## config.mk

```make
export PLATFORM = sky130hd
export DESIGN_NAME = rgb565_gray_packer
export DESIGN_NICKNAME = d
export VERILOG_FILES = /design/src/rtl/grayscale_pkg.sv /design/src/rtl/gray_word_fifo.sv /design/src/rtl/rgb565_gray_packer.sv
export SDC_FILE = /design/constraint.sdc
export NUM_CORES = 1
export LEC_CHECK = 0
export ABC_AREA = 1
export CORE_MARGIN = 5
export CORE_UTILIZATION = 55
export DETAILED_ROUTE_END_ITERATION = 7
export GPL_ROUTABILITY_DRIVEN = 0
export PLACE_DENSITY = 0.74
export SLEW_MARGIN = 20
export SYNTH_ARGS = -nofsm -noshare
export SYNTH_HDL_FRONTEND = slang
export SYNTH_HIERARCHICAL = 1
export SYNTH_SLANG_ARGS = --single-unit
export TNS_END_PERCENT = 1
```

## constraint.sdc

```tcl
create_clock -name clock -period 6.3 [get_ports clock]
set_input_delay 1.26 -clock clock [delete_from_list [all_inputs] [get_ports clock]]
set_output_delay 1.26 -clock clock [all_outputs]
set_load 0.01 [all_outputs]
```

## src/rtl/grayscale_pkg.sv

```systemverilog
// Shared grayscale constants, channel expansion helpers and pipeline bundles.
// Used by rgb565_gray_packer and the grayscale custom instruction.
package grayscale_pkg;

  localparam int unsigned W_R = 54;
  localparam int unsigned W_G = 183;
  localparam int unsigned W_B = 19;
  localparam int unsigned GRAY_SHIFT = 8;
  localparam int unsigned LANES = 4;
  localparam int FIFO_DEPTH_LOG2_DEF = 4;

  typedef struct packed {
    logic        vld;
    logic        sof;
    logic        eof;
    logic [15:0] pr;
    logic [15:0] pg;
    logic [15:0] pb;
  } s1_t;

  typedef struct packed {
    logic       vld;
    logic       sof;
    logic       eof;
    logic [7:0] gray;
  } s2_t;

  function automatic logic [7:0] expand5(input logic [4:0] c);
    return {c, c[4:2]};
  endfunction

  function automatic logic [7:0] expand6(input logic [5:0] c);
    return {c, c[5:4]};
  endfunction

endpackage

```

## src/rtl/gray_word_fifo.sv

```systemverilog
// Synchronous word FIFO (data + last) with occupancy level output.
// A write while full is taken only when a read happens on the same edge.
module gray_word_fifo #(
  parameter int DEPTH_LOG2 = 4,
  parameter int WIDTH = 33
) (
  input  logic                  clock,
  input  logic                  reset,
  input  logic                  wr_en,
  input  logic [WIDTH-1:0]      wr_data,
  input  logic                  rd_en,
  output logic                  rd_valid,
  output logic [WIDTH-1:0]      rd_data,
  output logic [DEPTH_LOG2:0]   level,
  output logic                  full
);

  localparam int DEPTH = 1 << DEPTH_LOG2;

  logic [WIDTH-1:0]      mem [DEPTH];
  logic [DEPTH_LOG2-1:0] wr_ptr;
  logic [DEPTH_LOG2-1:0] rd_ptr;
  logic                  do_wr;
  logic                  do_rd;

  assign full     = (level == (DEPTH_LOG2+1)'(DEPTH));
  assign rd_valid = (level != '0);
  assign do_rd    = rd_en & rd_valid;
  assign do_wr    = wr_en & (~full | do_rd);
  // Head is forced to zero when empty so the outputs are clean after reset.
  assign rd_data  = rd_valid ? mem[rd_ptr] : '0;

  always_ff @(posedge clock) begin
    if (do_wr) mem[wr_ptr] <= wr_data;
  end

  always_ff @(posedge clock or posedge reset) begin
    if (reset) begin
      wr_ptr <= '0;
      rd_ptr <= '0;
      level  <= '0;
    end else begin
      if (do_wr) wr_ptr <= wr_ptr + 1'b1;
      if (do_rd) rd_ptr <= rd_ptr + 1'b1;
      unique case ({do_wr, do_rd})
        2'b10:   level <= level + 1'b1;
        2'b01:   level <= level - 1'b1;
        default: level <= level;
      endcase
    end
  end

endmodule

```

## src/rtl/rgb565_gray_packer.sv

```systemverilog
// RGB565 -> 8-bit gray, packed four per word into a drain FIFO.
// RGB565_GRAY_PACKER_DROP_COUNT_EN adds a saturating dropCount output.
module rgb565_gray_packer
  import grayscale_pkg::*;
#(
  parameter int FIFO_DEPTH_LOG2 = FIFO_DEPTH_LOG2_DEF
) (
  input  logic                     clock,
  input  logic                     reset,
  input  logic                     enable,
  input  logic                     pixelValid,
  input  logic [15:0]              pixelData,
  input  logic                     frameStart,
  input  logic                     frameEnd,
  input  logic                     clearOverflow,
  output logic                     wordValid,
  output logic [31:0]              wordData,
  output logic                     wordLast,
  input  logic                     wordReady,
  output logic [FIFO_DEPTH_LOG2:0] fifoLevel,
  output logic                     overflow
`ifdef RGB565_GRAY_PACKER_DROP_COUNT_EN
  ,
  output logic [15:0]              dropCount
`endif
);

  logic        accept;
  s1_t         s1_d, s1_q;
  s2_t         s2_d, s2_q;
  logic [15:0] sum;
  logic [1:0]  lane_q;
  logic [1:0]  lane_eff;
  logic [23:0] word_q;
  logic [31:0] word_c;
  logic        push;
  logic        pop;
  logic        full;
  logic        drop;
  logic [32:0] head;

  assign accept = pixelValid & enable;

  always_comb begin
    s1_d     = '0;
    s1_d.vld = accept;
    s1_d.sof = accept & frameStart;
    s1_d.eof = accept & frameEnd;
    s1_d.pr  = 16'(W_R) * {8'd0, expand5(pixelData[15:11])};
    s1_d.pg  = 16'(W_G) * {8'd0, expand6(pixelData[10:5])};
    s1_d.pb  = 16'(W_B) * {8'd0, expand5(pixelData[4:0])};
  end

  // Weights sum to 256, so the 16-bit sum never wraps.
  assign sum = s1_q.pr + s1_q.pg + s1_q.pb;

  always_comb begin
    s2_d      = '0;
    s2_d.vld  = s1_q.vld;
    s2_d.sof  = s1_q.sof;
    s2_d.eof  = s1_q.eof;
    s2_d.gray = 8'(sum >> GRAY_SHIFT);
  end

  always_ff @(posedge clock or posedge reset) begin
    if (reset) begin
      s1_q <= '0;
      s2_q <= '0;
    end else begin
      s1_q <= s1_d;
      s2_q <= s2_d;
    end
  end

  // frameStart throws away any partial word and restarts at lane 0.
  always_comb begin
    lane_eff = s2_q.sof ? 2'd0 : lane_q;
    word_c   = s2_q.sof ? 32'd0 : {8'd0, word_q};
    unique case (lane_eff)
      2'd0:    word_c[7:0]   = s2_q.gray;
      2'd1:    word_c[15:8]  = s2_q.gray;
      2'd2:    word_c[23:16] = s2_q.gray;
      default: word_c[31:24] = s2_q.gray;
    endcase
    push = s2_q.vld & ((lane_eff == 2'(LANES-1)) | s2_q.eof);
  end

  always_ff @(posedge clock or posedge reset) begin
    if (reset) begin
      lane_q <= '0;
      word_q <= '0;
    end else if (s2_q.vld) begin
      if (push) begin
        lane_q <= '0;
        word_q <= '0;
      end else begin
        lane_q <= 2'(lane_eff + 2'd1);
        word_q <= word_c[23:0];
      end
    end
  end

  assign pop  = wordValid & wordReady;
  assign drop = push & full & ~pop;

  gray_word_fifo #(
    .DEPTH_LOG2 (FIFO_DEPTH_LOG2),
    .WIDTH      (33)
  ) u_fifo (
    .clock    (clock),
    .reset    (reset),
    .wr_en    (push),
    .wr_data  ({s2_q.eof, word_c}),
    .rd_en    (wordReady),
    .rd_valid (wordValid),
    .rd_data  (head),
    .level    (fifoLevel),
    .full     (full)
  );

  assign {wordLast, wordData} = head;

  always_ff @(posedge clock or posedge reset) begin
    if (reset)              overflow <= 1'b0;
    else if (drop)          overflow <= 1'b1;
    else if (clearOverflow) overflow <= 1'b0;
  end

`ifdef RGB565_GRAY_PACKER_DROP_COUNT_EN
  always_ff @(posedge clock or posedge reset) begin
    if (reset)                   dropCount <= '0;
    else if (clearOverflow)      dropCount <= {15'd0, drop};
    else if (drop && dropCount != 16'hFFFF)
      dropCount <= dropCount + 16'd1;
  end
`endif

endmodule

```

==> key figures <==
Synthesis
  • Largest family of logic cells by synthesized area: simple AND/OR/NAND/NOR gates
  • Compound-Gate Fraction of Synth Area: 0.0277
  • Post-synth net total: 2866
  • Cell Area, Synth: 0.0292 mm2
  • Ranking of synthesized cells by area: edfxtp_1 (54%), nand2_1 (11%), dfrtp_1 (8.2%), nand3_1 (7.6%), ha_1 (4.7%)
  • Mean Syn Cell Area: 10.9 um2
  • Synth Area in Adders: 0.0789
  • Most frequent cell after synthesis: nand2_1
  • Synth area leader: edfxtp_1
  • Distinct cells, synth: 39
  • Synth Area in Simple Gates: 0.201
  • Syn. warnings: 6
  • Synth Area in XOR/XNOR: 0.00930
  • Proportion of synthesized area in mux cells: 0
  • Gate Count Post-Synth: 2686
  • Top cells by count, synth: nand2_1 (868), edfxtp_1 (528), nand3_1 (446)
  • Yosys reg bits: 624
  • Most used DFF post-synth: edfxtp_1
  • Area share of the leading cell type in the synthesized netlist: 0.543
  • Sequential share of the synthesized area: 0.625
  • Ys async rst share: 0.154
  • Number of flops mapped to enable cells by yosys: 528

STA
  • Final hold violation count: 0
  • Slew at the pin closest to its max-slew limit: 1.18 ns
  • Clk_skew: 0.0144 ns
  • Final Critical Period: 5.10 ns
  • Unrepaired setup endpoints after global routing: no
  • Part of the cycle the worst path needs: 0.810
  • Final setup fails: 0
  • Max_slew headroom: 0.211
  • Setup TNS: 0 ns
  • Max-slew violation count: 0
  • F_max: 196 MHz

Worst setup path
  • Slowest CP cell: dfrtp_4
  • Crit end category: output port
  • Peak fanout along the critical path: 73
  • Critical path required time: 5.04 ns
  • Largest stage delay, worst path: 0.72 ns
  • Worst setup SP type: register
  • Crit path depth: 8
  • RR Startpoint: s2_q[9]$_DFF_PP0_
  • CP Cell Sequence: inv_6, buf_4, nand3_1, nand3_1, nand2_1, nand2_1, a21oi_1, clkdlybuf4s50_1
  • CP startpoint: u_fifo/rd_ptr[1]$_DFFE_PP0N_
  • Bufs and invs on worst path: 3
  • WS Path Type: reg -> out
  • Number of cells on the worst reg-to-reg path: 9
  • Critical path arrival: 3.84 ns
  • Worst path top cell family by delay: buffers and inverters

Placed design
  • Placed Cells: 3352
  • PortBufs: 63
  • Post-DP HPWL: 40.5 mm

Layout
  • Footprint of the multi-input gates: 0.00938 mm2
  • Sequential cell area: 0.0183 mm2
  • Area Growth Syn to Fin: 10.8%
  • Proportion of layout cells with a drive suffix above 1: 0.0627
  • Final Core Density: 0.616
  • Final net count: 2908
  • Fill cell count: 4005
  • N_diodes: 0
  • Non-filler cells, final: 3465

Clock network
  • CTS buffer count: 59
  • Post-CTS Setup Inserts: 0
  • Reg clk slew, reported paths: 0.06 ns
  • Resized Gates After CTS: 0
  • Hold Buf Count CTS: 0
  • CTS tree: yes
  • Skew-Pair Late Insertion Delay: 0.63 ns
  • H-Tree Level Count: 2
  • Clk sinks: 624
  • Root Buffer: clkbuf_16
  • Clock Tree Buf Depth: 3

Floorplan
  • Die width: 240 um
  • Die Ht: 240 um
  • Core area: 0.0526 mm2
  • Die area: 0.0578 mm2
  • IO Count: 64
  • Initial core utilization: 0.556
  • Site row count: 84

GRT
  • Met1 Use GR: 0.309
  • GRT Resource Usage Total: 0.240
  • Met2 Track Usage GR: 0.417
  • Vias in the first global route: 19600
  • First-pass GRT wire length: 108 mm
  • Met3 Use GR: 0.0407
  • Initial antenna violation count: 0
  • Largest net degree at the start of global routing: 267
  • Gr busiest metal: met2
  • GRT overflow: 0

Routing
  • Vias: 19600
  • Overall routed net length: 69.1 mm
  • DR iter-0 viols: 2029
  • DR pass1 iterations: 6
  • Average via count per standard cell: 5.67
  • DR DRC count: 0
  • Routed Antenna Nets: 0
  • Drt wl/cell: 19.9 um

Status
  • Status: completed

Power and ir drop
  • LEAKAGE: 13.4 nW
  • PD cells: 480 mW/mm2
  • Overall power: 15.5 mW
  • Maximum vdd drop: 0.371 mV

Hold path
  • Cell depth of the worst min-delay path: 0
  • Hold Crit Class: reg -> reg
  • Start point of the worst hold path: s1_q[49]$_DFF_PP0_

Run
  • Total of max-cap violations: 0
layer usage:
layer  part of all wire  vias to the layer above
met5                  0                        -
met4              0.032                        0
met3              0.083                      182
met2               0.50                      886
met1               0.38                     9391
li1                   -                     9173
where the power goes:
part | total, mW | leakage [nW] | internal, mW | switching, mW
sequential | 5.50 | 6.03 | 5.21 | 0.290
clock | 3.51 | 0.949 | 1.98 | 1.53
combinational | 6.53 | 6.40 | 2.20 | 4.34
total | 15.5 | 13.4 | 9.39 | 6.15
through the flow:
step | setup WS (ns) | cell area, um2 | hold slack [ns]
2_1_floorplan | 2.04 | 29200 | 0.331
3_3_place_gp | 1.28 | 30200 | 0.334
3_5_place_dp | 1.12 | 30300 | 0.337
4_1_cts | 1.20 | 32300 | 0.351
5_1_grt | 1.00 | 32400 | 0.357
6_report | 1.20 | 32400 | 0.352
placed cells by master (no fill, tap or decap), types with 11 or more instances in the layout:
cell,netlist,routed
clkinv_1,1,13
a22oi_1,19,19
ha_1,109,109
nor2_4,2,18
fa_1,47,47
xor2_1,26,26
clkdlybuf4s50_1,0,63
nand2_1,868,868
clkbuf_16,0,59
buf_4,33,28
nand4_1,11,11
edfxtp_1,528,528
o21ai_0,31,31
dfrtp_1,96,92
nor2_1,55,39
clkinv_2,0,12
a21oi_1,62,62
nand3_1,446,446
inv_1,216,213
final cells by class:
cell class | instances | area share
Timing Repair Buffer | 102 | 0.0332
Clock inverter | 40 | 0.0115
Multi-Input combinational cell | 1721 | 0.290
Clock buffer | 70 | 0.0482
Sequential cell | 624 | 0.565
Tap cell | 688 | 0.0266
Inverter | 220 | 0.0260
flip-flops by register name (all words and copies together), names as in the netlist:
signal and cells:
lane_q 2, overflow 1, s1_q 45, s2_q 11
u_fifo/level 5, u_fifo/mem 528, u_fifo/rd_ptr 4, u_fifo/wr_ptr 4
word_q 24
final timing paths:
| kind | endpoint | slack (ns) |
|---|---|---|
| worst max-delay path | wordData[15] | 1.20 |
| worst min-delay path | s2_q[9]$_DFF_PP0_ | 0.35 |
| worst max register to register | u_fifo/mem[14][23]$_DFFE_PP_ | 2.14 |
| worst min register to register | s2_q[9]$_DFF_PP0_ | 0.35 |
| max in group asynchronous | word_q[13]$_DFFE_PP0P_ | 4.54 |
| min in group asynchronous | s1_q[48]$_DFF_PP0_ | 0.87 |
cells by family after synthesis:
family | after synthesis
simple gates | 1394
flops | 624
buf+inv | 341
fa+ha+maj | 156
compound gates | 140
xor+xnor | 31
Note: power is estimated with default switching activity, not from simulation.
